<file path="config.mk">
export PLATFORM = sky130hd
export DESIGN_NAME = branch_resolver
export DESIGN_NICKNAME = d
export VERILOG_FILES = /design/src/rtl/branch_resolver_pkg.sv /design/src/rtl/saturating_counter.sv /design/src/rtl/branch_resolver.sv
export SDC_FILE = /design/constraint.sdc
export NUM_CORES = 1
export LEC_CHECK = 0
export CORE_MARGIN = 2
export CORE_UTILIZATION = 55
export CTS_CLUSTER_DIAMETER = 150
export DETAILED_ROUTE_END_ITERATION = 16
export DONT_BUFFER_PORTS = 1
export HOLD_SLACK_MARGIN = 0.03
export PLACE_DENSITY = 0.73
export SLEW_MARGIN = 40
export SYNTH_ARGS = -nofsm -noshare
export SYNTH_HDL_FRONTEND = slang
export SYNTH_SLANG_ARGS = --single-unit
</file>
<file path="constraint.sdc">
create_clock -name clk -period 5 [get_ports clk]
set_clock_uncertainty 0.2 [all_clocks]
set_input_delay 0.5 -clock clk [delete_from_list [all_inputs] [get_ports clk]]
set_output_delay 0.5 -clock clk [all_outputs]
set_load 0.03 [all_outputs]
</file>
<file path="src/rtl/branch_resolver_pkg.sv">
// rtl/branch_resolver_pkg.sv - shared types and next-PC helper for branch_resolver
package branch_resolver_pkg;

  localparam int ADDRBITWIDTH = 16;

  typedef enum logic [1:0] {
    IDLE,
    WAIT,
    REDIRECT
  } resolver_state_t;

  typedef struct packed {
    logic [ADDRBITWIDTH-1:0] pc;
    logic                    relative;
    logic                    taken;
    logic [ADDRBITWIDTH-1:0] dest;
  } prediction_t;

  // Same rule for predicted and resolved paths; additions wrap at the address width.
  function automatic logic [ADDRBITWIDTH-1:0] nextPc(
    input logic [ADDRBITWIDTH-1:0] pc,
    input logic                    taken,
    input logic                    relative,
    input logic [ADDRBITWIDTH-1:0] target
  );
    if (!taken)
      return pc + ADDRBITWIDTH'(1);
    else if (relative)
      return pc + target;
    else
      return target;
  endfunction

endpackage

</file>
<file path="src/rtl/saturating_counter.sv">
// rtl/saturating_counter.sv - up counter that sticks at all-ones
module saturating_counter #(
  parameter int WIDTH = 16
) (
  input  logic             clk,
  input  logic             rst_n,
  input  logic             en,
  output logic [WIDTH-1:0] count
);

  always_ff @(posedge clk or negedge rst_n) begin
    if (!rst_n)
      count <= '0;
    else if (en && (count != '1))
      count <= count + WIDTH'(1);
  end

endmodule

</file>
<file path="src/rtl/branch_resolver.sv">
// rtl/branch_resolver.sv - resolves speculated branches, reports mispredicts, redirects fetch
module branch_resolver
  import branch_resolver_pkg::*;
#(
  parameter int DATABITWIDTH        = ADDRBITWIDTH,
  parameter int PERFCOUNTERBITWIDTH = 16
) (
  input  logic                           clk,
  input  logic                           async_rst_n,
  input  logic                           clk_en,
  input  logic                           BeginSpeculationPulse,
  input  logic [DATABITWIDTH-1:0]        BranchInstructionAddress,
  input  logic                           RelativeSpeculation,
  input  logic                           PredictingTrue,
  input  logic [DATABITWIDTH-1:0]        SpeculativeDestination,
  input  logic                           ResolveValid,
  input  logic                           ResolveTaken,
  input  logic [DATABITWIDTH-1:0]        ResolveTarget,
  output logic                           ResolveReady,
  output logic                           EndSpeculationPulse,
  output logic                           MispredictedSpeculationPulse,
  output logic [DATABITWIDTH-1:0]        ActualDestination,
  output logic                           Speculating,
  output logic                           RedirectValid,
  output logic [DATABITWIDTH-1:0]        RedirectAddress,
  input  logic                           RedirectReady,
  output logic                           FlushPulse,
  output logic [PERFCOUNTERBITWIDTH-1:0] BranchCount,
  output logic [PERFCOUNTERBITWIDTH-1:0] MispredictCount,
  output logic                           ProtocolError
);

  resolver_state_t         state, nextState;
  prediction_t             captured;
  logic [DATABITWIDTH-1:0] predictedPc;
  logic [DATABITWIDTH-1:0] resolvedPc;
  logic                    beginFire;
  logic                    resolveFire;
  logic                    mispredict;

  assign beginFire   = clk_en && BeginSpeculationPulse && (state == IDLE);
  assign resolveFire = clk_en && ResolveValid && (state == WAIT);

  assign predictedPc = nextPc(captured.pc, captured.taken, captured.relative, captured.dest);
  assign resolvedPc  = nextPc(captured.pc, ResolveTaken, captured.relative, ResolveTarget);
  assign mispredict  = (resolvedPc != predictedPc);

  always_comb begin
    nextState     = state;
    ResolveReady  = 1'b0;
    RedirectValid = 1'b0;
    Speculating   = (state != IDLE);
    case (state)
      IDLE: begin
        if (beginFire)
          nextState = WAIT;
      end
      WAIT: begin
        ResolveReady = 1'b1;
        if (resolveFire)
          nextState = mispredict ? REDIRECT : IDLE;
      end
      REDIRECT: begin
        RedirectValid = 1'b1;
        if (clk_en && RedirectReady)
          nextState = IDLE;
      end
      default: nextState = IDLE;
    endcase
  end

  always_ff @(posedge clk or negedge async_rst_n) begin
    if (!async_rst_n)
      state <= IDLE;
    else if (clk_en)
      state <= nextState;
  end

  always_ff @(posedge clk or negedge async_rst_n) begin
    if (!async_rst_n) begin
      captured <= '0;
    end else if (beginFire) begin
      captured.pc       <= BranchInstructionAddress;
      captured.relative <= RelativeSpeculation;
      captured.taken    <= PredictingTrue;
      captured.dest     <= SpeculativeDestination;
    end
  end

  // Pulses only change on enabled cycles so each spans exactly one clk_en cycle.
  always_ff @(posedge clk or negedge async_rst_n) begin
    if (!async_rst_n) begin
      EndSpeculationPulse          <= 1'b0;
      MispredictedSpeculationPulse <= 1'b0;
      FlushPulse                   <= 1'b0;
      ActualDestination            <= '0;
      ProtocolError                <= 1'b0;
    end else if (clk_en) begin
      EndSpeculationPulse          <= resolveFire;
      MispredictedSpeculationPulse <= resolveFire && mispredict;
      FlushPulse                   <= resolveFire && mispredict;
      if (resolveFire)
        ActualDestination <= resolvedPc;
      if (BeginSpeculationPulse && (state != IDLE))
        ProtocolError <= 1'b1;
    end
  end

  assign RedirectAddress = ActualDestination;

  saturating_counter #(.WIDTH(PERFCOUNTERBITWIDTH)) branchCounter (
    .clk   (clk),
    .rst_n (async_rst_n),
    .en    (resolveFire),
    .count (BranchCount)
  );

  saturating_counter #(.WIDTH(PERFCOUNTERBITWIDTH)) mispredictCounter (
    .clk   (clk),
    .rst_n (async_rst_n),
    .en    (resolveFire && mispredict),
    .count (MispredictCount)
  );

endmodule

</file>
==> flow_summary.json <==
{
  "outcome": "finished clean",
  "syn_inst": 705,
  "synth_fa_ha_area_frac": 0.0699,
  "synth_seq_area_share": 0.336,
  "drtAntennaViolNets": 0,
  "cts_num_sinks": 87,
  "power_density_nw_per_um2": 756,
  "syn-num-nets": 797,
  "slew_violations": 0,
  "grt_max_degree": 88,
  "final-setup-viol-count": 0,
  "clk_latency_ns": 0.36,
  "hold_class": "primary input to flop",
  "h-tree-depth": 3,
  "yosysWarnings": 0,
  "numCtsBuffers": 9,
  "wirelength_mm": 16.6,
  "seq_power_share": 0.321,
  "combPwrFrac": 0.552,
  "critPathMaxStageDelay_ns": 0.60,
  "min_period_over_period": 0.893,
  "cp_top_family": "simple AND/OR/NAND/NOR gates",
  "cts_root_buf": "clkbuf_16",
  "p_int_mw": 2.52,
  "grt.total_usage": 0.267,
  "tightest_slew_ns": 0.666,
  "p_clk_frac": 0.127,
  "critPathKind": "flop to flop",
  "drv_cap": 0,
  "fmax_ghz": 0.224,
  "grt_pass1_wl_mm": 26.9,
  "ctsResizeCount": 0,
  "port-buffer-count": 0,
  "ir_drop_uv": 361,
  "post_drt_via_cell_ratio": 6.47,
  "first_global_vias": 5260,
  "cp_slowest_cell": "nor3_4",
  "drtIter0Drc": 387,
  "ys_ff_latch": 87,
  "period_needed_ns": 4.47,
  "synth-simple-area-share": 0.199,
  "core_um2": 11500,
  "switching_share": 0.508,
  "crit_chain": "ha_1 > inv_1 > fa_1 > nand2b_1 > a211oi_2 > o22ai_1 > mux2i_1 > o221ai_1 > xor2_1 > nor3_1 > nand4b_1 > nor3_4 > nor3b_2 > mux2_4",
  "fill_cells": 1004,
  "layout.nets": 773,
  "pin_count": 128,
  "hpwl_mm": 12.5,
  "insertedDiodeCount": 0,
  "finalHoldViolations": 0,
  "antenna_found_initial": 0,
  "layout-drive-gt1-share": 0.114,
  "ys_types": 80,
  "synthMuxAreaShare": 0.0976,
  "rsz0062_at_grt": "false",
  "startpoint_type": "flop",
  "synthesis.area_um2": 6480,
  "dieArea_um2": 12700,
  "first_pass_iters": 6,
  "gp_congestion": 0.925,
  "crit_fanout": 17,
  "synth-compound-area-share": 0.164,
  "multiInputGateArea_um2": 4020,
  "cp.arrival_ns": 4.50,
  "synth_top_flop_cell": "dfrtp_1",
  "p_leak_nw": 3.00,
  "seq_area_um2": 2180,
  "die_y_um": 113,
  "initial_utilization": 0.565,
  "num_vias": 5364,
  "yosysTopAreaCellShare": 0.336,
  "die_width_um": 113,
  "synth_top_family_by_area": "simple AND/OR/NAND/NOR gates",
  "synth-edff-count": 0,
  "crit_buf_inv": 1,
  "finalHoldWorstSlack_ns": 0.0423,
  "worstSetupEndpointType": "flop",
  "synth_async_sr_flop_share": 1.00,
  "yosys-top-cells-area": "dfrtp_1, ha_1, mux2_2",
  "drc": 0,
  "tns_ns": 0,
  "syn_to_final_growth_pct": 4.81,
  "power.switching_mw": 2.60,
  "cts_tree": "yes",
  "critPathRequiredTime_ns": 5.04,
  "cts_max_path_buffers": 2,
  "detail_route.wl_per_cell_um": 20.0,
  "avgSynthCellArea_um2": 9.19,
  "rows": 39,
  "clkTransAtPathRegs_ns": 0.07,
  "synth_xor_area_frac": 0.0879,
  "overflow": 0,
  "synth.largest_area_cell": "dfrtp_1",
  "relSlewSlack": 0.554
}
state kept, by name, summed over array words and instances, names as in the netlist:
signal,count
mispredictCounter.count,16
state,2
branchCounter.count,16
ActualDestination,16
FlushPulse,1
captured,34
EndSpeculationPulse,1
ProtocolError,1
layout make-up:
cell class / instances / share of cell area
inverter: 16 / 0.00885
timing repair buffer: 6 / 0.0111
clock buffer: 12 / 0.0363
multi-input combinational: 561 / 0.593
clock inverter: 4 / 0.00406
sequential: 87 / 0.321
tap: 143 / 0.0264
repair_timing:
item / 4_1_cts / 5_1_grt
endpoints found under the hold margin: 87 / 0
setup buffers: 0 / 0
hold buffers: 2 / 0
cells in the mapped netlist, types with 9 or more instances:
master    number
nor3_1        10
ha_1          33
clkbuf_1      15
nor2b_1        9
and3_1        17
a21oi_1       34
nor3b_1        9
dfrtp_1       87
xor2_1        34
mux2_2        35
nor2_1        55
o21ai_0       32
inv_1         14
nand3_1       38
or3_1          9
mux2i_1       20
buf_4         17
nand2_1       65
xnor2_1       31
cell families after synthesis:
kind of cell    count (synthesis)
simple gates                  253
buf+inv                        57
compound gates                150
mux                            58
xor+xnor                       65
fa+ha+maj                      35
flops                          87
layout by cell type (no fill, tap or decap), drive strengths merged, types with 12 or more instances in the layout:
cell / n
o21ai: 34
nor3: 12
xnor2: 31
mux2i: 20
nor2: 55
dfrtp: 87
inv: 16
and3: 17
ha: 33
a21oi: 34
nand2: 65
clkbuf: 12
mux2: 38
xor2: 34
nand3: 38
routing by layer:
metal	track usage	share of wire	vias up	wire length, um
li1	-	-	2516	-
met1	0.367	0.44	2577	7360
met2	0.411	0.45	238	7500
met3	0.0610	0.081	33	1340
met4	0.104	0.024	0	395
met5	0	0	-	0
through the flow:
step | cell area, um2 | utilization | power, mW | setup WS [ns] | cells
2_1_floorplan | 6480 | - | 3.86 | 1.39 | 705
3_3_place_gp | 6460 | 0.563 | 4.31 | 0.731 | 810
3_5_place_dp | 6470 | 0.564 | 4.40 | 0.582 | 811
4_1_cts | 6780 | 0.591 | 5.09 | 0.565 | 829
5_1_grt | 6790 | 0.592 | 5.49 | 0.194 | 829
6_report | 6790 | 0.592 | 5.13 | 0.534 | 829
path summary, 6_finish.rpt:
kind                                          startpoint                                     end  slack (ns)  depth (start not counted)
worst min-delay path                              clk_en                    state[0]$_DFFE_PN0P_        0.04                          1
worst min register to register      state[1]$_DFFE_PN0P_                    state[0]$_DFFE_PN0P_        0.32                          1
worst max-delay path            captured[18]$_DFFE_PN0P_  mispredictCounter.count[1]$_DFFE_PN0P_        0.53                         14
min in group asynchronous                    async_rst_n        ActualDestination[6]$_DFFE_PN0P_        0.49                          2
max in group asynchronous                    async_rst_n                 captured[1]$_DFFE_PN0P_        3.70                          2
worst max register to register  captured[18]$_DFFE_PN0P_  mispredictCounter.count[1]$_DFFE_PN0P_        0.53                         14
power groups by stage:
| stage | registers (mW) | clock network [mW] | logic, mW |
|---|---|---|---|
| after floorplan | 1.37 | 0 | 2.49 |
| after global placement | 1.64 | 0 | 2.67 |
| after detailed placement | 1.66 | 0 | 2.74 |
| after CTS | 1.64 | 0.666 | 2.78 |
| after global routing | 1.69 | 0.692 | 3.11 |
| final | 1.65 | 0.652 | 2.83 |
worst reg2reg max path, stage by stage (launching register included):
cell	delay (ns)
dfrtp_1	0.49
ha_1	0.26
inv_1	0.06
fa_1	0.40
nand2b_1	0.20
a211oi_2	0.44
o22ai_1	0.15
mux2i_1	0.19
o221ai_1	0.21
xor2_1	0.22
nor3_1	0.24
nand4b_1	0.20
nor3_4	0.60
nor3b_2	0.17
mux2_4	0.33
Note: power is estimated with default switching activity, not from simulation.
